File: src/rtl/id_pkg.sv
// Shared decode definitions: opcodes, functs, ALU op and access size
// encodings, and the control bundle carried into the ID/EX register.
package id_pkg;

  localparam logic [5:0] OP_RTYPE = 6'h00;
  localparam logic [5:0] OP_J     = 6'h02;
  localparam logic [5:0] OP_JAL   = 6'h03;
  localparam logic [5:0] OP_BEQ   = 6'h04;
  localparam logic [5:0] OP_BNE   = 6'h05;
  localparam logic [5:0] OP_ADDI  = 6'h08;
  localparam logic [5:0] OP_ADDIU = 6'h09;
  localparam logic [5:0] OP_SLTI  = 6'h0A;
  localparam logic [5:0] OP_SLTIU = 6'h0B;
  localparam logic [5:0] OP_ANDI  = 6'h0C;
  localparam logic [5:0] OP_ORI   = 6'h0D;
  localparam logic [5:0] OP_XORI  = 6'h0E;
  localparam logic [5:0] OP_LUI   = 6'h0F;
  localparam logic [5:0] OP_LB    = 6'h20;
  localparam logic [5:0] OP_LH    = 6'h21;
  localparam logic [5:0] OP_LW    = 6'h23;
  localparam logic [5:0] OP_LBU   = 6'h24;
  localparam logic [5:0] OP_LHU   = 6'h25;
  localparam logic [5:0] OP_SB    = 6'h28;
  localparam logic [5:0] OP_SH    = 6'h29;
  localparam logic [5:0] OP_SW    = 6'h2B;

  localparam logic [5:0] F_SLL  = 6'h00;
  localparam logic [5:0] F_SRL  = 6'h02;
  localparam logic [5:0] F_SRA  = 6'h03;
  localparam logic [5:0] F_SLLV = 6'h04;
  localparam logic [5:0] F_SRLV = 6'h06;
  localparam logic [5:0] F_SRAV = 6'h07;
  localparam logic [5:0] F_JR   = 6'h08;
  localparam logic [5:0] F_ADD  = 6'h20;
  localparam logic [5:0] F_ADDU = 6'h21;
  localparam logic [5:0] F_SUB  = 6'h22;
  localparam logic [5:0] F_SUBU = 6'h23;
  localparam logic [5:0] F_AND  = 6'h24;
  localparam logic [5:0] F_OR   = 6'h25;
  localparam logic [5:0] F_XOR  = 6'h26;
  localparam logic [5:0] F_NOR  = 6'h27;
  localparam logic [5:0] F_SLT  = 6'h2A;
  localparam logic [5:0] F_SLTU = 6'h2B;

  typedef enum logic [5:0] {
    ALU_NOP  = 6'd0,
    ALU_ADD  = 6'd1,
    ALU_SUB  = 6'd2,
    ALU_AND  = 6'd3,
    ALU_OR   = 6'd4,
    ALU_XOR  = 6'd5,
    ALU_NOR  = 6'd6,
    ALU_SLT  = 6'd7,
    ALU_SLTU = 6'd8,
    ALU_SLL  = 6'd9,
    ALU_SRL  = 6'd10,
    ALU_SRA  = 6'd11,
    ALU_SLLV = 6'd12,
    ALU_SRLV = 6'd13,
    ALU_SRAV = 6'd14,
    ALU_LUI  = 6'd15,
    ALU_ANDI = 6'd16,
    ALU_ORI  = 6'd17,
    ALU_XORI = 6'd18,
    ALU_BEQ  = 6'd19,
    ALU_BNE  = 6'd20
  } alu_op_e;

  typedef enum logic [1:0] {
    SZ_WORD = 2'b00,
    SZ_HALF = 2'b01,
    SZ_BYTE = 2'b10
  } size_e;

  typedef struct packed {
    logic    reg_write;
    logic    mem_to_reg;
    logic    branch;
    logic    mem_read;
    logic    mem_write;
    logic    reg_dst;
    logic    alu_src;
    logic    jr;
    logic    jal;
    alu_op_e alu_op;
    size_e   size;
  } ctrl_t;

  localparam ctrl_t CTRL_NOP = '0;

  function automatic alu_op_e funct_alu(input logic [5:0] fn);
    alu_op_e op;
    op = ALU_NOP;
    unique case (fn)
      F_SLL:         op = ALU_SLL;
      F_SRL:         op = ALU_SRL;
      F_SRA:         op = ALU_SRA;
      F_SLLV:        op = ALU_SLLV;
      F_SRLV:        op = ALU_SRLV;
      F_SRAV:        op = ALU_SRAV;
      F_ADD, F_ADDU: op = ALU_ADD;
      F_SUB, F_SUBU: op = ALU_SUB;
      F_AND:         op = ALU_AND;
      F_OR:          op = ALU_OR;
      F_XOR:         op = ALU_XOR;
      F_NOR:         op = ALU_NOR;
      F_SLT:         op = ALU_SLT;
      F_SLTU:        op = ALU_SLTU;
      default:       op = ALU_NOP;
    endcase
    return op;
  endfunction

  function automatic size_e mem_size(input logic [5:0] op);
    size_e sz;
    sz = SZ_WORD;
    unique case (op)
      OP_LH, OP_LHU, OP_SH: sz = SZ_HALF;
      OP_LB, OP_LBU, OP_SB: sz = SZ_BYTE;
      default:              sz = SZ_WORD;
    endcase
    return sz;
  endfunction

endpackage

File: src/rtl/regfile_bypass.sv
// Two-read/one-write register file, zero register, async clear and an
// optional write-to-read bypass so WB data is visible in the same cycle.
module regfile_bypass #(
  parameter int DATA_W    = 32,
  parameter int NUM_REGS  = 32,
  parameter int REG_AW    = 5,
  parameter int BYPASS_EN = 1
) (
  input  logic              i_clk,
  input  logic              i_rst_n,
  input  logic              i_we,
  input  logic [REG_AW-1:0] i_waddr,
  input  logic [DATA_W-1:0] i_wdata,
  input  logic [REG_AW-1:0] i_raddr1,
  input  logic [REG_AW-1:0] i_raddr2,
  output logic [DATA_W-1:0] o_rdata1,
  output logic [DATA_W-1:0] o_rdata2
);

  logic [DATA_W-1:0] r_mem [NUM_REGS];
  logic              w_wr;
  logic              w_byp1;
  logic              w_byp2;

  assign w_wr   = i_we && (i_waddr != '0);
  assign w_byp1 = (BYPASS_EN != 0) && w_wr && (i_waddr == i_raddr1);
  assign w_byp2 = (BYPASS_EN != 0) && w_wr && (i_waddr == i_raddr2);

  always_ff @(posedge i_clk or negedge i_rst_n) begin
    if (!i_rst_n) begin
      for (int i = 0; i < NUM_REGS; i++) begin
        r_mem[i] <= '0;
      end
    end else if (w_wr) begin
      r_mem[i_waddr] <= i_wdata;
    end
  end

  always_comb begin
    o_rdata1 = r_mem[i_raddr1];
    if (i_raddr1 == '0) begin
      o_rdata1 = '0;
    end else if (w_byp1) begin
      o_rdata1 = i_wdata;
    end
  end

  always_comb begin
    o_rdata2 = r_mem[i_raddr2];
    if (i_raddr2 == '0) begin
      o_rdata2 = '0;
    end else if (w_byp2) begin
      o_rdata2 = i_wdata;
    end
  end

endmodule

File: src/rtl/stage_id_pipe.sv
// Decode stage with register read, load-use stall, flush handling and
// the ID/EX pipeline register feeding EX.
module stage_id_pipe
  import id_pkg::*;
#(
  parameter int DATA_W    = 32,
  parameter int PC_W      = 32,
  parameter int NUM_REGS  = 32,
  parameter int REG_AW    = 5,
  parameter int HAZARD_EN = 1,
  parameter int BYPASS_EN = 1
) (
  input  logic              Clk_in,
  input  logic              Rst_n_in,
  input  logic              Valid_in,
  input  logic [31:0]       Instruction_in,
  input  logic [PC_W-1:0]   PCAddResult_in,
  input  logic              Flush_in,
  input  logic              RegWrite_wb_in,
  input  logic [REG_AW-1:0] WriteReg_wb_in,
  input  logic [DATA_W-1:0] WriteData_wb_in,
  output logic              Stall_out,
  output logic              Valid_ex,
  output logic              RegWrite_ex,
  output logic              MemtoReg_ex,
  output logic              Branch_ex,
  output logic              MemRead_ex,
  output logic              MemWrite_ex,
  output logic              RegDst_ex,
  output logic              ALUSrc_ex,
  output logic              JR_ex,
  output logic              JAL_ex,
  output logic [5:0]        ALUOp_ex,
  output logic [1:0]        Size_ex,
  output logic [PC_W-1:0]   PCAddResult_ex,
  output logic [DATA_W-1:0] ReadData1_ex,
  output logic [DATA_W-1:0] ReadData2_ex,
  output logic [DATA_W-1:0] SignExt_ex,
  output logic [REG_AW-1:0] Rs_ex,
  output logic [REG_AW-1:0] Rt_ex,
  output logic [REG_AW-1:0] Rd_ex
);

  logic [5:0]        w_op;
  logic [5:0]        w_fn;
  logic [15:0]       w_imm;
  logic [REG_AW-1:0] w_rs;
  logic [REG_AW-1:0] w_rt;
  logic [REG_AW-1:0] w_rd;
  logic [DATA_W-1:0] w_rd1;
  logic [DATA_W-1:0] w_rd2;
  logic [DATA_W-1:0] w_sext;
  ctrl_t             w_ctrl;
  logic              w_hz;
  logic              w_issue;

  ctrl_t             r_ctrl;
  logic              r_valid;
  logic [PC_W-1:0]   r_pc;
  logic [DATA_W-1:0] r_rd1;
  logic [DATA_W-1:0] r_rd2;
  logic [DATA_W-1:0] r_sext;
  logic [REG_AW-1:0] r_rs;
  logic [REG_AW-1:0] r_rt;
  logic [REG_AW-1:0] r_rd;

  assign w_op   = Instruction_in[31:26];
  assign w_fn   = Instruction_in[5:0];
  assign w_imm  = Instruction_in[15:0];
  assign w_rs   = REG_AW'(Instruction_in[25:21]);
  assign w_rt   = REG_AW'(Instruction_in[20:16]);
  assign w_rd   = REG_AW'(Instruction_in[15:11]);
  assign w_sext = {{(DATA_W-16){w_imm[15]}}, w_imm};

  regfile_bypass #(
    .DATA_W    (DATA_W),
    .NUM_REGS  (NUM_REGS),
    .REG_AW    (REG_AW),
    .BYPASS_EN (BYPASS_EN)
  ) u_rf (
    .i_clk    (Clk_in),
    .i_rst_n  (Rst_n_in),
    .i_we     (RegWrite_wb_in),
    .i_waddr  (WriteReg_wb_in),
    .i_wdata  (WriteData_wb_in),
    .i_raddr1 (w_rs),
    .i_raddr2 (w_rt),
    .o_rdata1 (w_rd1),
    .o_rdata2 (w_rd2)
  );

  always_comb begin
    w_ctrl = CTRL_NOP;
    unique case (w_op)
      OP_RTYPE: begin
        if (w_fn == F_JR) begin
          w_ctrl.jr = 1'b1;
        end else begin
          w_ctrl.alu_op    = funct_alu(w_fn);
          w_ctrl.reg_write = (w_ctrl.alu_op != ALU_NOP);
          w_ctrl.reg_dst   = 1'b1;
        end
      end
      OP_LW, OP_LH, OP_LHU, OP_LB, OP_LBU: begin
        w_ctrl.reg_write  = 1'b1;
        w_ctrl.mem_to_reg = 1'b1;
        w_ctrl.mem_read   = 1'b1;
        w_ctrl.alu_src    = 1'b1;
        w_ctrl.alu_op     = ALU_ADD;
        w_ctrl.size       = mem_size(w_op);
      end
      OP_SW, OP_SH, OP_SB: begin
        w_ctrl.mem_write = 1'b1;
        w_ctrl.alu_src   = 1'b1;
        w_ctrl.alu_op    = ALU_ADD;
        w_ctrl.size      = mem_size(w_op);
      end
      OP_BEQ, OP_BNE: begin
        w_ctrl.branch = 1'b1;
        w_ctrl.alu_op = (w_op == OP_BEQ) ? ALU_BEQ : ALU_BNE;
      end
      OP_ADDI, OP_ADDIU, OP_SLTI, OP_SLTIU,
      OP_ANDI, OP_ORI, OP_XORI, OP_LUI: begin
        w_ctrl.reg_write = 1'b1;
        w_ctrl.alu_src   = 1'b1;
        unique case (w_op)
          OP_SLTI:  w_ctrl.alu_op = ALU_SLT;
          OP_SLTIU: w_ctrl.alu_op = ALU_SLTU;
          OP_ANDI:  w_ctrl.alu_op = ALU_ANDI;
          OP_ORI:   w_ctrl.alu_op = ALU_ORI;
          OP_XORI:  w_ctrl.alu_op = ALU_XORI;
          OP_LUI:   w_ctrl.alu_op = ALU_LUI;
          default:  w_ctrl.alu_op = ALU_ADD;
        endcase
      end
      // Link target and r31 are resolved by WB; EX only needs the flag.
      OP_JAL: begin
        w_ctrl.reg_write = 1'b1;
        w_ctrl.jal       = 1'b1;
      end
      default: w_ctrl = CTRL_NOP;
    endcase
  end

  // rt compare is unconditional: cheaper than qualifying by format.
  always_comb begin
    w_hz = (HAZARD_EN != 0) && r_valid && r_ctrl.mem_read &&
           (r_rt != '0) && Valid_in &&
           ((r_rt == w_rs) || (r_rt == w_rt));
  end

  assign Stall_out = w_hz && !Flush_in;
  assign w_issue   = Valid_in && !Flush_in && !w_hz;

  always_ff @(posedge Clk_in or negedge Rst_n_in) begin
    if (!Rst_n_in) begin
      r_valid <= 1'b0;
      r_ctrl  <= CTRL_NOP;
      r_pc    <= '0;
      r_rd1   <= '0;
      r_rd2   <= '0;
      r_sext  <= '0;
      r_rs    <= '0;
      r_rt    <= '0;
      r_rd    <= '0;
    end else begin
      r_valid <= w_issue;
      r_ctrl  <= w_issue ? w_ctrl : CTRL_NOP;
      r_pc    <= PCAddResult_in;
      r_rd1   <= w_rd1;
      r_rd2   <= w_rd2;
      r_sext  <= w_sext;
      r_rs    <= w_rs;
      r_rt    <= w_rt;
      r_rd    <= w_rd;
    end
  end

  assign Valid_ex       = r_valid;
  assign RegWrite_ex    = r_ctrl.reg_write;
  assign MemtoReg_ex    = r_ctrl.mem_to_reg;
  assign Branch_ex      = r_ctrl.branch;
  assign MemRead_ex     = r_ctrl.mem_read;
  assign MemWrite_ex    = r_ctrl.mem_write;
  assign RegDst_ex      = r_ctrl.reg_dst;
  assign ALUSrc_ex      = r_ctrl.alu_src;
  assign JR_ex          = r_ctrl.jr;
  assign JAL_ex         = r_ctrl.jal;
  assign ALUOp_ex       = r_ctrl.alu_op;
  assign Size_ex        = r_ctrl.size;
  assign PCAddResult_ex = r_pc;
  assign ReadData1_ex   = r_rd1;
  assign ReadData2_ex   = r_rd2;
  assign SignExt_ex     = r_sext;
  assign Rs_ex          = r_rs;
  assign Rt_ex          = r_rt;
  assign Rd_ex          = r_rd;

endmodule

File: config.mk
export PLATFORM = sky130hd
export DESIGN_NAME = stage_id_pipe
export DESIGN_NICKNAME = d
export VERILOG_FILES = /design/src/rtl/id_pkg.sv /design/src/rtl/regfile_bypass.sv /design/src/rtl/stage_id_pipe.sv
export SDC_FILE = /design/constraint.sdc
export NUM_CORES = 2
export LEC_CHECK = 0
export ABC_AREA = 0
export BUFFER_PORTS_ARGS = -buffer_cell sky130_fd_sc_hd__buf_2
export CAP_MARGIN = 20
export CELL_PAD_IN_SITES_DETAIL_PLACEMENT = 1
export CELL_PAD_IN_SITES_GLOBAL_PLACEMENT = 2
export CORE_ASPECT_RATIO = 0.8
export CORE_UTILIZATION = 45
export DETAILED_ROUTE_END_ITERATION = 10
export MAX_ROUTING_LAYER = met4
export PLACE_DENSITY = 0.83
export SLEW_MARGIN = 15
export SYNTH_ARGS = -nofsm -noshare
export SYNTH_HDL_FRONTEND = slang
export SYNTH_HIERARCHICAL = 1
export SYNTH_SLANG_ARGS = --single-unit
File: constraint.sdc
create_clock -name Clk_in -period 2 [get_ports Clk_in]
set_input_delay 0.4 -clock Clk_in [delete_from_list [all_inputs] [get_ports Clk_in]]
set_output_delay 0.4 -clock Clk_in [all_outputs]
set_load 0.05 [all_outputs]
==> key figures <==
Critical path
  • Crit path from: Rt_ex[4]
  • Reg2reg start: u_rf/r_mem[5]
  • CP Max Fanout: 4
  • Startpoint types: flip-flop
  • Endpoint class of the critical path: primary output
  • Worst Path Required: between 1.5 and 2 ns
  • CP Class: flip-flop to primary output
  • WP data arrival: ~2.2 ns

Timing
  • Final min period: approximately 2.6 ns
  • Slew Limit Fails: 0
  • Relative slew slack: between 50% and 60%
  • Peak Freq: roughly 380 MHz
  • Final WS setup: -0.638 ns
  • RSZ-0062 raised after global routing: true
  • Worst-Margin Slew: approximately 0.67 ns
  • Hold Vio Cnt, Final: 0
  • Worst clock skew: around 0.031 ns
  • Setup Viol. Count Final: 2
  • Fin crit share: 132%
  • TNS Setup: -0.658 ns

Logic synthesis
  • Most frequently used flop master after synthesis: dfrtp_1
  • Synthesized area: roughly 0.059 mm^2
  • Avg Cell Area, Syn: 14.6 um^2
  • Post-synth cell types: 66
  • Top area cells in the synthesized netlist: dfrtp_1 49%, mux2_2 19%, mux4_2 15%
  • Number of flops mapped to enable cells by yosys: 0
  • Synth Instances: 4071
  • Synth top area share: 49.0%
  • Post-Syn Nets: 4181
  • Largest area contributor in the netlist: dfrtp_1
  • Yosys reg bits: 1162
  • Post-synthesis sequential area ratio: 49.0%
  • Synth warn: 6
  • Async S/R FF share, synth: 100%

Drt
  • DR iter-0 viols: between 4000 and 5000
  • Final antenna-violating net count: 0
  • Via/cell ratio: between 6 and 7
  • Number of remaining DRC errors: 0
  • Routed wire length per instance: approximately 35 um
  • DR pass1 iterations: 5
  • Vias: approximately 43000
  • Drt total wl: 224 mm

Power
  • Part of the power in registers: a little over two fifths
  • Cell leakage power: 32.2 nW
  • Internal: roughly 51 mW
  • Peak VDD IR: around 770 uV
  • Psw: ~21 mW
  • Power per cell area: 988 mW/mm^2
  • Gate power share: between 20% and 30%
  • Tot Pwr: between 70 and 80 mW
  • Clock share of power: approximately a third
  • Sw frac: around 29%

Clocking
  • Later-pin clock latency in the skew report: 0.79 ns
  • H-tree Lvls: 3
  • Clock sinks: approximately 1200
  • Buffer depth of the longest clock path: 3
  • TritonCTS clock tree: done
  • CTS buffer count: 120
  • Reg clk slew, reported paths: roughly 0.060 ns
  • CTS Root Cell: clkbuf_16

GRT
  • Antenna violations before repair: 16
  • First-pass GRT wire length: 329 mm
  • Via count of the first global-routing pass: approximately 46000
  • Overall Global Routing Usage: between 30% and 40%
  • Grt ovf: 0
  • Largest net degree at the start of global routing: between 80 and 90

Cells and area
  • Share of cells above drive strength 1: a little over half
  • Fill count: 12200
  • # nets final: roughly 4700
  • Area grow syn2layout: 21.7%

Status
  • Status: finished, violations left
  • Violated checks: setup timing

Floorplan
  • IO Count: roughly 270
  • Die extent in x: between 400 and 500 um
  • Starting Density: a little under half
  • Cell Rows: approximately 120
  • Die area: roughly 0.13 mm^2
  • Chip Height: ~330 um
  • Core region area: roughly 0.13 mm^2

Worst hold path
  • Hold WC Path Type: input pin to flip-flop
  • Hold path start: Instruction_in[20]

Place
  • Gpl congestion: between 0.9 and 1
  • Port buffer count: 266
  • Worst slack, placed: -0.576 ns
  • DPL Wire Length: around 150 mm

Flow run
  • Max-cap violations: 0
-- area by class of cell --
type	instances	area, um^2	area share (%)
flip-flops and latches	1162	29100	40.3
multi-input cells	2426	28300	39.1
repair buffers	854	8310	11.5
clock buffers	165	3430	4.76
well taps	1740	2180	3.01
clock inverters	58	868	1.20
inverters	11	41.3	0.0572
diodes	9	22.5	0.0312
-- cell usage in the layout (no fill, tap or decap), types with 9 or more instances in the layout --
master         Yosys  routed
nand2_2            0      16
nor4_1            18      17
nand2_1           86      70
mux2_2          1025    1012
buf_2             85     231
bufinv_16          0      20
dfrtp_2            0      14
clkbuf_8           0      23
mux2_4             0      13
clkbuf_1         257      21
o22a_1             9       9
o221ai_1          32      32
mux4_2           394     394
clkbuf_16          0     122
inv_1             10       9
nand2b_1          14      13
a211oi_1          36      36
dfrtp_1         1162    1148
buf_4             43     362
clkinv_2           0      23
o22ai_1           82      81
mux2i_1          257     257
a21oi_1           42      41
nor2_4             0      17
nor2b_1           14      12
diode_2            0       9
dlygate4sd3_1      0      62
a221oi_1          46      46
buf_12             0     182
nor2_1            70      53
a22oi_1           48      48
xor2_1            15      15
o21ai_0           39      38
a32o_1            33      33
nor3_1            32      27
a221o_1           28      28
-- final timing paths --
path	end	slack [ns]	cells past startpoint
min in group asynchronous	SignExt_ex[1]	0.09	2
max in group asynchronous	u_rf/r_mem[581]	0.83	4
worst max register to register	ReadData2_ex[5]	0	7
worst max-delay path	Stall_out	-0.64	4
worst min register to register	u_rf/r_mem[1004]	0.40	0
worst min-delay path	Rt_ex[4]	0.06	3
-- worst max-delay path, cell delays in order (launching register included) --
cell and delay, ns:
dfrtp_2 0.44, or4_4 0.57, o2111ai_4 0.25, nor3_4 0.05
buf_6 0.17
-- stage by stage --
stage | instances | area, um^2 | hold WS (ns) | utilization (%)
4_1_cts | 6412 | 72100 | 0.0241 | 55.4
2_1_floorplan | 4071 | 59600 | 0.104 | -
5_1_grt | 6425 | 72200 | 0.0558 | 55.5
3_5_place_dp | 6125 | 67100 | 0.335 | 51.6
3_3_place_gp | 6125 | 67100 | 0.330 | 51.6
6_report | 6425 | 72200 | 0.0606 | 55.5
-- sequential cells by signal (all words and copies together) (netlist names) --
register / count
u_rf/r_mem: 1024
PCAddResult_ex: 32
ReadData1_ex: 32
ReadData2_ex: 32
SignExt_ex: 11
ALUOp_ex: 5
Rd_ex: 5
Rs_ex: 5
Rt_ex: 5
Size_ex: 2
ALUSrc_ex: 1
Branch_ex: 1
JAL_ex: 1
JR_ex: 1
MemRead_ex: 1
MemWrite_ex: 1
RegDst_ex: 1
RegWrite_ex: 1
Valid_ex: 1
-- timing repair --
action	in CTS	in global routing
pin swaps	4	5
hold buffers	62	0
setup buffers	2	5
endpoints found under the hold margin	571	0
resized for setup	35	20
gates cloned	0	0
endpoints found under the setup margin	41	29
-- Yosys cell counts (10+ instances only) --
master and instances:
a221o_1 28, nor4_1 18, buf_2 85, a21oi_1 42
nand2_1 86, o221ai_1 32, a221oi_1 46, o22ai_1 82
xor2_1 15, buf_6 33, mux4_2 394, a32o_1 33
inv_1 10, clkbuf_1 257, nand2b_1 14, dfrtp_1 1162
a22oi_1 48, o21ai_0 39, nor2_1 70, mux2i_1 257
buf_4 43, a211oi_1 36, buf_1 54, nor2b_1 14
nor3_1 32, mux2_2 1025
-- power by group through the flow --
stage	sequential [mW]	combinational (mW)	clock, mW
2_1_floorplan	31.0	9.52	0
3_3_place_gp	31.1	14.2	0
3_5_place_dp	31.5	14.7	0
4_1_cts	31.2	15.0	25.2
5_1_grt	31.8	15.9	26.0
6_report	31.3	15.1	24.9
-- metal layers --
metal,routed length (um),vias up,share of wire (%),GRT usage (%)
met5,0,-,0,-
met4,8880,0,4.0,12.2
met3,20100,545,9.0,7.89
met2,101000,2210,45,50.6
met1,94000,23200,42,47.8
li1,-,16600,-,-
-- logic make-up after synthesis --
logic type               share of synthesized area, %
AO/OA/AOI/OAI                                    5.55
flip-flops                                       49.0
AND/OR/NAND/NOR                                  2.39
buffers and inverters                            3.92
multiplexers                                     38.7
other                                         0.00632
adder cells (fa/ha/maj)                        0.0843
XOR/XNOR                                        0.310
Power figures use the tool's default switching activity.
